==> config.mk <==
export PLATFORM = sky130hd
export DESIGN_NAME = poly_sub_mod_q_flat
export DESIGN_NICKNAME = d
export VERILOG_FILES = /design/src/rtl/poly_sub_mod_q_pkg.sv /design/src/rtl/poly_sub_mod_q_if.sv /design/src/rtl/poly_sub_mod_q_reduce.sv /design/src/rtl/poly_sub_mod_q.sv /design/src/flat_wrapper.sv
export SDC_FILE = /design/constraint.sdc
export NUM_CORES = 1
export LEC_CHECK = 0
export ABC_AREA = 1
export CAP_MARGIN = 20
export CELL_PAD_IN_SITES_DETAIL_PLACEMENT = 0
export CELL_PAD_IN_SITES_GLOBAL_PLACEMENT = 1
export CORE_MARGIN = 8
export CORE_UTILIZATION = 42
export CTS_BUF_LIST = sky130_fd_sc_hd__clkbuf_2
export DETAILED_ROUTE_END_ITERATION = 6
export PLACE_DENSITY_LB_ADDON = 0.08
export SLEW_MARGIN = 20
export SYNTH_ARGS = -nofsm -noshare
export SYNTH_HDL_FRONTEND = slang
export SYNTH_SLANG_ARGS = --single-unit
export TNS_END_PERCENT = 20
==> constraint.sdc <==
create_clock -name clk -period 2.44 [get_ports clk]
set_input_delay 0.244 -clock clk [delete_from_list [all_inputs] [get_ports clk]]
set_output_delay 0.244 -clock clk [all_outputs]
set_load 0.01 [all_outputs]
==> src/rtl/poly_sub_mod_q_pkg.sv <==
// ---------------------------------------------------------------------------
// kyber_pkg
// Shared Kyber constants, the per-polynomial FSM state type and the modular
// subtraction helper. This package is also used by the adder and NTT blocks.
// No ports (package).
// ---------------------------------------------------------------------------
package kyber_pkg;

   localparam int DATA_WID = 12;
   localparam int N_COEF   = 256;
   localparam int CNT_WID  = $clog2(N_COEF);

   localparam logic [DATA_WID-1:0] Q        = 12'd3329;
   localparam logic [CNT_WID-1:0]  LAST_IDX = CNT_WID'(N_COEF - 1);

   typedef enum logic [1:0] {
      ST_IDLE  = 2'd0,
      ST_RUN   = 2'd1,
      ST_DRAIN = 2'd2
   } poly_state_e;

   // (a - b) mod Q for a, b already in 0..Q-1. The 13th bit of the raw
   // difference is the borrow; adding Q back once lands in range.
   function automatic logic [DATA_WID-1:0] sub_mod_q(
      input logic [DATA_WID-1:0] a,
      input logic [DATA_WID-1:0] b
   );
      logic [DATA_WID:0] t;
      logic [DATA_WID:0] r;
      t = {1'b0, a} - {1'b0, b};
      if (t[DATA_WID]) begin
         r = t + {1'b0, Q};
      end else begin
         r = t;
      end
      return r[DATA_WID-1:0];
   endfunction

endpackage

==> src/rtl/poly_sub_mod_q_if.sv <==
// ---------------------------------------------------------------------------
// poly_sub_mod_q_if
// Bundles the control, input-pair stream and result stream of the modular
// subtractor.
//   master (producer/consumer side): drives start, in_valid, in1, in2,
//                                    out_ready; observes the rest
//   slave  (subtractor side):        drives in_ready, out_valid, diff,
//                                    last, busy, done
// ---------------------------------------------------------------------------
interface poly_sub_mod_q_if;
   import kyber_pkg::*;

   logic                start;
   logic                in_valid;
   logic                in_ready;
   logic [DATA_WID-1:0] in1;
   logic [DATA_WID-1:0] in2;
   logic                out_valid;
   logic                out_ready;
   logic [DATA_WID-1:0] diff;
   logic                last;
   logic                busy;
   logic                done;

   modport master (
      output start, in_valid, in1, in2, out_ready,
      input  in_ready, out_valid, diff, last, busy, done
   );

   modport slave (
      input  start, in_valid, in1, in2, out_ready,
      output in_ready, out_valid, diff, last, busy, done
   );

endinterface

==> src/rtl/poly_sub_mod_q_reduce.sv <==
// ---------------------------------------------------------------------------
// mod_q_reduce_once
// Combinational conditional subtract: y = (x >= Q) ? x - Q : x.
// Any 12-bit input is below 2Q, so a single subtraction fully reduces it.
//   x : in  DATA_WID  raw value 0..4095
//   y : out DATA_WID  reduced value 0..Q-1
// ---------------------------------------------------------------------------
module mod_q_reduce_once
   import kyber_pkg::*;
(
   input  logic [DATA_WID-1:0] x,
   output logic [DATA_WID-1:0] y
);

   // Conditional subtraction of the modulus.
   always_comb begin
      y = x;
      if (x >= Q) begin
         y = x - Q;
      end else begin
         y = x;
      end
   end

endmodule

==> src/rtl/poly_sub_mod_q.sv <==
// ---------------------------------------------------------------------------
// poly_sub_mod_q
// Streaming (in1 - in2) mod Q for one Kyber polynomial of N_COEF
// coefficients. Stage 1 reduces both operands, stage 2 subtracts and
// registers the result together with its last flag. Valid/ready with full
// hold on output stall.
//   clk   : in   rising-edge clock
//   rst_n : in   asynchronous active-low reset
//   bus   : slave modport of poly_sub_mod_q_if (start, in_valid/in_ready,
//           in1, in2, out_valid/out_ready, diff, last, busy, done)
// ---------------------------------------------------------------------------
module poly_sub_mod_q
   import kyber_pkg::*;
(
   input  logic             clk,
   input  logic             rst_n,
   poly_sub_mod_q_if.slave  bus
);

   poly_state_e         state_q,     state_d;
   logic [CNT_WID-1:0]  in_cnt_q,    in_cnt_d;
   logic [CNT_WID-1:0]  out_cnt_q,   out_cnt_d;
   logic                s1_valid_q,  s1_valid_d;
   logic [DATA_WID-1:0] a_q,         a_d;
   logic [DATA_WID-1:0] b_q,         b_d;
   logic                out_valid_q, out_valid_d;
   logic [DATA_WID-1:0] diff_q,      diff_d;
   logic                last_q,      last_d;
   logic                done_q,      done_d;

   logic [DATA_WID-1:0] a_red_s;
   logic [DATA_WID-1:0] b_red_s;
   logic                stall_s;
   logic                in_ready_s;
   logic                accept_s;
   logic                xfer_s;
   logic [CNT_WID-1:0]  out_idx_s;

   mod_q_reduce_once u_red_a (.x(bus.in1), .y(a_red_s));
   mod_q_reduce_once u_red_b (.x(bus.in2), .y(b_red_s));

   assign stall_s    = out_valid_q && !bus.out_ready;
   assign in_ready_s = (state_q == ST_RUN) && !stall_s;
   assign accept_s   = bus.in_valid && in_ready_s;
   assign xfer_s     = out_valid_q && bus.out_ready;

   // Index of the result about to enter stage 2: the transferred count,
   // plus one if the result currently held is leaving on this edge.
   assign out_idx_s  = out_cnt_q + CNT_WID'(out_valid_q);

   assign bus.in_ready  = in_ready_s;
   assign bus.out_valid = out_valid_q;
   assign bus.diff      = diff_q;
   assign bus.last      = last_q;
   assign bus.busy      = (state_q != ST_IDLE);
   assign bus.done      = done_q;

   // Next-state computation for pipeline, counters and FSM.
   always_comb begin
      state_d     = state_q;
      in_cnt_d    = in_cnt_q;
      out_cnt_d   = out_cnt_q;
      s1_valid_d  = s1_valid_q;
      a_d         = a_q;
      b_d         = b_q;
      out_valid_d = out_valid_q;
      diff_d      = diff_q;
      last_d      = last_q;
      done_d      = 1'b0;

      // Pipeline advances only when the output register is free to move.
      if (!stall_s) begin
         s1_valid_d  = accept_s;
         out_valid_d = s1_valid_q;
         if (accept_s) begin
            a_d = a_red_s;
            b_d = b_red_s;
         end else begin
            a_d = a_q;
            b_d = b_q;
         end
         if (s1_valid_q) begin
            diff_d = sub_mod_q(a_q, b_q);
            last_d = (out_idx_s == LAST_IDX);
         end else begin
            diff_d = diff_q;
            last_d = last_q;
         end
      end else begin
         s1_valid_d  = s1_valid_q;
         out_valid_d = out_valid_q;
      end

      if (xfer_s) begin
         out_cnt_d = out_cnt_q + {{(CNT_WID-1){1'b0}}, 1'b1};
      end else begin
         out_cnt_d = out_cnt_q;
      end

      case (state_q)
         ST_IDLE: begin
            if (bus.start) begin
               state_d   = ST_RUN;
               in_cnt_d  = {CNT_WID{1'b0}};
               out_cnt_d = {CNT_WID{1'b0}};
            end else begin
               state_d   = ST_IDLE;
            end
         end
         ST_RUN: begin
            if (accept_s) begin
               in_cnt_d = in_cnt_q + {{(CNT_WID-1){1'b0}}, 1'b1};
               if (in_cnt_q == LAST_IDX) begin
                  state_d = ST_DRAIN;
               end else begin
                  state_d = ST_RUN;
               end
            end else begin
               state_d = ST_RUN;
            end
         end
         ST_DRAIN: begin
            if (xfer_s && last_q) begin
               state_d = ST_IDLE;
               done_d  = 1'b1;
            end else begin
               state_d = ST_DRAIN;
            end
         end
         default: begin
            state_d = ST_IDLE;
         end
      endcase
   end

   // State, counter and pipeline registers.
   always_ff @(posedge clk or negedge rst_n) begin
      if (!rst_n) begin
         state_q     <= ST_IDLE;
         in_cnt_q    <= {CNT_WID{1'b0}};
         out_cnt_q   <= {CNT_WID{1'b0}};
         s1_valid_q  <= 1'b0;
         a_q         <= {DATA_WID{1'b0}};
         b_q         <= {DATA_WID{1'b0}};
         out_valid_q <= 1'b0;
         diff_q      <= {DATA_WID{1'b0}};
         last_q      <= 1'b0;
         done_q      <= 1'b0;
      end else begin
         state_q     <= state_d;
         in_cnt_q    <= in_cnt_d;
         out_cnt_q   <= out_cnt_d;
         s1_valid_q  <= s1_valid_d;
         a_q         <= a_d;
         b_q         <= b_d;
         out_valid_q <= out_valid_d;
         diff_q      <= diff_d;
         last_q      <= last_d;
         done_q      <= done_d;
      end
   end

endmodule

==> src/flat_wrapper.sv <==
// flat-port wrapper written by rule: the top's interface ports become plain ports
module poly_sub_mod_q_flat import kyber_pkg::*;
  (clk, rst_n, bus_start, bus_in_valid, bus_in1, bus_in2, bus_out_ready, bus_in_ready, bus_out_valid, bus_diff, bus_last, bus_busy, bus_done);
  poly_sub_mod_q_if bus_i ();
  input  logic clk;
  input  logic rst_n;
  input wire logic [$bits(bus_i.start)-1:0] bus_start;
  input wire logic [$bits(bus_i.in_valid)-1:0] bus_in_valid;
  input wire logic [$bits(bus_i.in1)-1:0] bus_in1;
  input wire logic [$bits(bus_i.in2)-1:0] bus_in2;
  input wire logic [$bits(bus_i.out_ready)-1:0] bus_out_ready;
  output wire logic [$bits(bus_i.in_ready)-1:0] bus_in_ready;
  output wire logic [$bits(bus_i.out_valid)-1:0] bus_out_valid;
  output wire logic [$bits(bus_i.diff)-1:0] bus_diff;
  output wire logic [$bits(bus_i.last)-1:0] bus_last;
  output wire logic [$bits(bus_i.busy)-1:0] bus_busy;
  output wire logic [$bits(bus_i.done)-1:0] bus_done;
  assign bus_i.start = bus_start;
  assign bus_i.in_valid = bus_in_valid;
  assign bus_i.in1 = bus_in1;
  assign bus_i.in2 = bus_in2;
  assign bus_i.out_ready = bus_out_ready;
  assign bus_in_ready = bus_i.in_ready;
  assign bus_out_valid = bus_i.out_valid;
  assign bus_diff = bus_i.diff;
  assign bus_last = bus_i.last;
  assign bus_busy = bus_i.busy;
  assign bus_done = bus_i.done;
  poly_sub_mod_q u_core (.clk(clk), .rst_n(rst_n), .bus(bus_i));
endmodule
== Word level (Yosys, flattened, before mapping) ==
Cells that the tools add are included.

* Register bits after elaboration: 58
* Output and inout port bits: 17

* Add/subtract/negate cells: 7
* $lt $le $gt $ge: 2
* Equal/unequal tests: 6
* Muxes and demuxes: 16
* Bitwise gates (word level): 1
* Reduce and logical (&&, ||, !) cells: 13

{| class="wikitable"
|+ Operator list
! cell !! count
|-
| $mux W8 || 5
|-
| $mux W12 || 3
|-
| $ge A12 B12 Y1 const B || 2
|-
| $sub A12 B12 Y12 const B || 2
|-
| $add A8 B1 Y8 const B || 2
|-
| $eq A8 B8 Y1 const B || 2
|-
| $pmux W8 S2 || 1
|-
| $sub A12 B12 Y13 || 1
|-
| $add A12 B12 Y12 const B || 1
|-
| $add A8 B1 Y8 || 1
|-
| $mux W2 || 3
|-
| $pmux W2 S3 || 1
|-
| $logic_and A1 B1 Y1 || 5
|-
| $reduce_and A2 Y1 || 2
|-
| $reduce_bool A2 Y1 || 2
|-
| $mux W1 || 3
|-
| $reduce_and A3 Y1 || 1
|-
| $eq A2 B1 Y1 const B || 1
|-
| $eq A2 B2 Y1 const B || 1
|-
| $logic_not A1 Y1 || 2
|-
| $logic_not A2 Y1 || 1
|-
| $ne A2 B1 Y1 const B || 1
|-
| $ne A2 B2 Y1 const B || 1
|-
| $not A1 Y1 || 1
|}

== Longest topological paths before layout ==
* Word-level depth: 7
* Depth in mapped cells: 17

== By module ==
Synthesis repeated with hierarchy kept, for this count alone.

* Cells, all modules: 602
* Area, all modules: 4391.7 µm²

{| class="wikitable"
|+ By module, submodules not included
! module !! instances !! cells each !! area each (µm²)
|-
| poly_sub_mod_q || 1 || 419 || 3392.0
|-
| mod_q_reduce_once (u_core.u_red_b) || 1 || 91 || 506.7
|-
| mod_q_reduce_once (u_core.u_red_a) || 1 || 92 || 493.0
|}

== Worst setup path before layout ==
No wires, ideal clock.

* Path kind: register to register
* Start point: register u_core.a_q[0]
* End point: register u_core.diff_q[11] (netlist: u_core.bus.diff[11])
* Data arrival time: 1.929 ns
* Path slack: 0.394 ns
* Stages on the path, launching flop included: 16
* Period minus slack after synthesis: 2.046 ns
* Path through: dfrtp_1 > inv_1 > ha_1 > inv_1 > fa_1 > nand2_1 > nor2_4 > nand3_2 > nor2_4 > nand2_2 > nor2_1 > nand2_1 > nand3_1 > nand2_1 > nand3_1 > nand2_1

* Longest elaborated chain between the ends: 3

{| class="wikitable"
|+ RTL lines
! item !! RTL line !! RTL
|-
| start: declaration || poly_sub_mod_q.sv:24 || <nowiki>logic [DATA_WID-1:0] a_q, a_d;</nowiki>
|-
| start signal: assignment || poly_sub_mod_q.sv:143 || <nowiki>a_q <= {DATA_WID{1'b0}};</nowiki>
|-
| $sub A12 B12 Y13 * || poly_sub_mod_q_pkg.sv:30 || <nowiki>t = {1'b0, a} - {1'b0, b};</nowiki>
|-
| $add A12 B12 Y12 || poly_sub_mod_q_pkg.sv:32 || <nowiki>r = t + {1'b0, Q};</nowiki>
|-
| $mux W12 * || poly_sub_mod_q_pkg.sv:31 || <nowiki>if (t[DATA_WID]) begin</nowiki>
|-
| end signal: assignment || poly_sub_mod_q.sv:146 || <nowiki>diff_q <= {DATA_WID{1'b0}};</nowiki>
|-
| end signal: assignment || poly_sub_mod_q.sv:157 || <nowiki>diff_q <= diff_d;</nowiki>
|-
| end: declaration || poly_sub_mod_q.sv:27 || <nowiki>logic [DATA_WID-1:0] diff_q, diff_d;</nowiki>
|}

Every way passes the cells marked *; elsewhere a longest branch is shown, timed or not.
A chain may end at the register's enable or synchronous reset.

== Final worst setup path ==
Ends and elaborated chain as after synthesis.

==> flow_summary.ini <==
[worst_setup_path]
crit_type = flop to flop
required_ns = 2.86
r2r_end = u_core.bus.diff[11]$_DFFE_PN0P_
critPathMaxStageDelay_ns = 0.57
endpoint = u_core.bus.diff[11]$_DFFE_PN0P_
r2r_cells = 15
cp_max_fo = 4
reg2reg_from = u_core.a_q[0]$_DFFE_PN0P_
worst_setup_path_end_kind = flop
path_buf_inv = 2
startpoint = u_core.a_q[0]$_DFFE_PN0P_
setup.worst_path.start_class = flop
cp.depth = 15
regToRegSetupSlack_ns = 0.19
timing.critical_path.cells = inv_1, ha_1, inv_1, fa_2, nand2_1, nor2_4, nand3_2, nor2_4, nand2_2, nor2_1, nand2_1, nand3_1, nand2_1, nand3_1, nand2_1
crit_path_frequent_cell = nand2_1
cp_slowest_cell = fa_2
crit_arrival_ns = 2.66
crit_family = simple AND/OR/NAND/NOR gates

[synth]
syn_nets = 625
synth.avg_cell_area_um2 = 7.080
syn_area_mm2 = 0.004064
synth_seq_area_share_pct = 35.71
syn-instance-count = 574
ys_warn_count = 0
synth-seq-cells = 58
yosys.cell_types.count = 42

[cts]
cts_buffers = 9
clk_transition_reported_paths_ns = 0.18
cts_tree = done
cts_sinks = 58
cts_root_buf = clkbuf_2
insertion_delay_ns = 0.50
clock_path_buffers = 2
cts_setup_buffers = 0
cts.htree.levels = 3

[sta]
fmax_mhz = 445.2
tightest_slew_ns = 0.6808
skew_ns = 0.03270
min_period_over_period_pct = 92.05
hold_ws_ns = 0.2866
drv_slew = 0
finalHoldViolations = 0
slew_headroom_pct = 54.44
final-setup-viol-count = 0
min_period_ns = 2.246

[cells_and_area]
synthToLayoutAreaGrowth_pct = 17.52
layout.nets = 676
drive_above_1_share_pct = 9.539
finish.utilization_pct = 49.78
fillers = 1000

[floorplan]
dieArea_mm2 = 0.01308
io_pins = 46
chipHeight_um = 114.4
die_w_um = 114.4
start_util_pct = 42.36
coreArea_mm2 = 0.009594
core.rowCount = 36

[routing]
first_pass_iters = 6
top_layer = met4
dr_total_vias = 3576
first_iter_violations = 172
dr_wl_met3_um = 272
drt_wl_total_mm = 9.104
wl_met1_mm = 4.642
wl_per_cell_um = 11.93
drc = 0
ant_nets = 0
post_drt_via_cell_ratio = 4.687
wl_met2_mm = 4.038

[pwr]
power_density_mw_per_mm2 = 982.8
report.power.total_mw = 4.694
power.leakage_nw = 2.381
ir_drop_uv = 312.9

[global_route]
grt_pass1_wl_mm = 15.97
overflow = 0
grt_pass1_vias = 3512
antenna_found_initial = 1
grt_use_total_pct = 15.02
grt_start_max_net_pins = 33

[run_status]
outcome = complete, no violations

[placed_design]
numPortBuffers = 45
place_hpwl_mm = 7.216
gp_congestion = 0.8325

[hold_path]
hp-class = input pin to asynchronous set/reset pin

[job]
max_cap_viol_count = 0
==> logic make-up (layout without fill, tap and decap cells) <==
group                    Yosys count  after routing  synth area share [%]
AO/OA/AOI/OAI                     85             85                 11.88
XOR/XNOR                          16             16                 3.448
adder cells (fa/ha/maj)           22             22                 6.958
buffers and inverters            102            157                 9.975
flip-flops                        58             58                 35.71
other                              0              1                     0
AND/OR/NAND/NOR                  291            291                 32.02
==> how the worst min path moves through the flow <==
stage / startpoint / endpoint / slack [ns] / cells past startpoint
after global placement: rst_n / u_core.out_cnt_q[2]$_DFF_PN0_ / 0.30 / 1
after CTS: rst_n / u_core.bus.diff[9]$_DFFE_PN0P_ / 0.25 / 2
final: rst_n / u_core.bus.diff[9]$_DFFE_PN0P_ / 0.29 / 2
after floorplan: rst_n / u_core.a_q[0]$_DFFE_PN0P_ / -0.05 / 0
after global routing: rst_n / u_core.bus.diff[10]$_DFFE_PN0P_ / 0.30 / 2
after detailed placement: rst_n / u_core.out_cnt_q[2]$_DFF_PN0_ / 0.31 / 1
==> stage by stage <==
stage / worst slack (ns) / TNS, ns / cells / instance area [um2]
after floorplan: 0.3936 / 0 / 574 / 4064
after global placement: 0.1470 / 0 / 746 / 4658
after detailed placement: 0.06980 / 0 / 746 / 4658
after CTS: 0.2458 / 0 / 762 / 4767
after global routing: -0.002994 / -0.002994 / 763 / 4776
final: 0.1940 / 0 / 763 / 4776
==> flip-flops by register name, summed over array words and instances, names as in the netlist <==
name and count:
u_core.a_q 12, u_core.b_q 12, u_core.bus.diff 12, u_core.in_cnt_q 8, u_core.out_cnt_q 8, u_core.state_q 2, u_core.bus.done 1, u_core.bus.last 1
u_core.bus.out_valid 1, u_core.s1_valid_q 1
==> area by class of cell <==
| class | count | area [um2] | area share (%) |
|---|---|---|---|
| clock inverters | 4 | 43.79 | 0.9170 |
| clock buffers | 11 | 55.05 | 1.153 |
| inverters | 92 | 345.3 | 7.231 |
| multi-input cells | 414 | 2213 | 46.35 |
| diodes | 1 | 2.502 | 0.05240 |
| repair buffers | 50 | 498.0 | 10.43 |
| well taps | 133 | 166.4 | 3.484 |
| flip-flops and latches | 58 | 1451 | 30.39 |
==> routing by layer <==
metal / global-route usage [%] / vias up
li1: - / 1941
met1: 19.38 / 1555
met2: 24.01 / 68
met3: 2.321 / 12
met4: 7.276 / 0
met5: 0 / -
==> cells in the mapped netlist, drive strengths merged <==
cell / n / area share (%)
a31oi: 5 / 0.77
nand2: 176 / 17
buf: 6 / 1.1
nor3b: 1 / 0.18
clkbuf: 4 / 0.37
o2111ai: 1 / 0.22
o41ai: 1 / 0.22
o21bai: 1 / 0.18
fa: 1 / 0.49
a31o: 1 / 0.22
dfrtp: 58 / 36
a41oi: 1 / 0.22
o22ai: 3 / 0.46
nor3: 11 / 1.5
nand4: 7 / 1.1
xnor2: 5 / 1.1
and3: 1 / 0.15
ha: 21 / 6.5
o211ai: 1 / 0.18
xor2: 11 / 2.4
inv: 92 / 8.5
nor2: 47 / 5.4
o21ai: 44 / 5.5
nand3b: 2 / 0.37
a21oi: 24 / 3.2
o21a: 1 / 0.18
nand3: 45 / 6.2
o31ai: 1 / 0.18
and2: 1 / 0.15
a22oi: 1 / 0.31
==> layout by cell type (no fill, tap or decap), types with 2 or more instances in the layout <==
| master | n |
|---|---|
| a31oi_1 | 5 |
| a21oi_2 | 3 |
| a21oi_1 | 21 |
| o21ai_1 | 6 |
| clkbuf_2 | 11 |
| inv_1 | 85 |
| nor2_1 | 37 |
| o21ai_0 | 36 |
| nand3_2 | 5 |
| nand3_1 | 40 |
| inv_2 | 7 |
| o22ai_1 | 3 |
| nor2_2 | 6 |
| xor2_1 | 11 |
| nor2_4 | 4 |
| o21ai_2 | 2 |
| clkdlybuf4s50_1 | 44 |
| nand4_1 | 7 |
| nor3_1 | 10 |
| clkinv_2 | 2 |
| nand2_1 | 166 |
| nand3b_1 | 2 |
| dfrtp_1 | 58 |
| nand2_2 | 9 |
| ha_1 | 21 |
| buf_4 | 3 |
| xnor2_1 | 5 |
==> power breakdown <==
part | internal, mW | switching [mW] | total [mW]
sequential | 1.26 | 0.194 | 1.45
combinational | 1.05 | 1.61 | 2.66
clock | 0.234 | 0.355 | 0.589
total | 2.54 | 2.16 | 4.69
==> repair_timing <==
action                                  4_1_cts  5_1_grt
hold buffers                                  1        0
hold endpoints to repair                     26        0
resized for setup                             0        2
endpoints found under the setup margin        0        5
No activity file was read; power rests on OpenSTA's default activity.
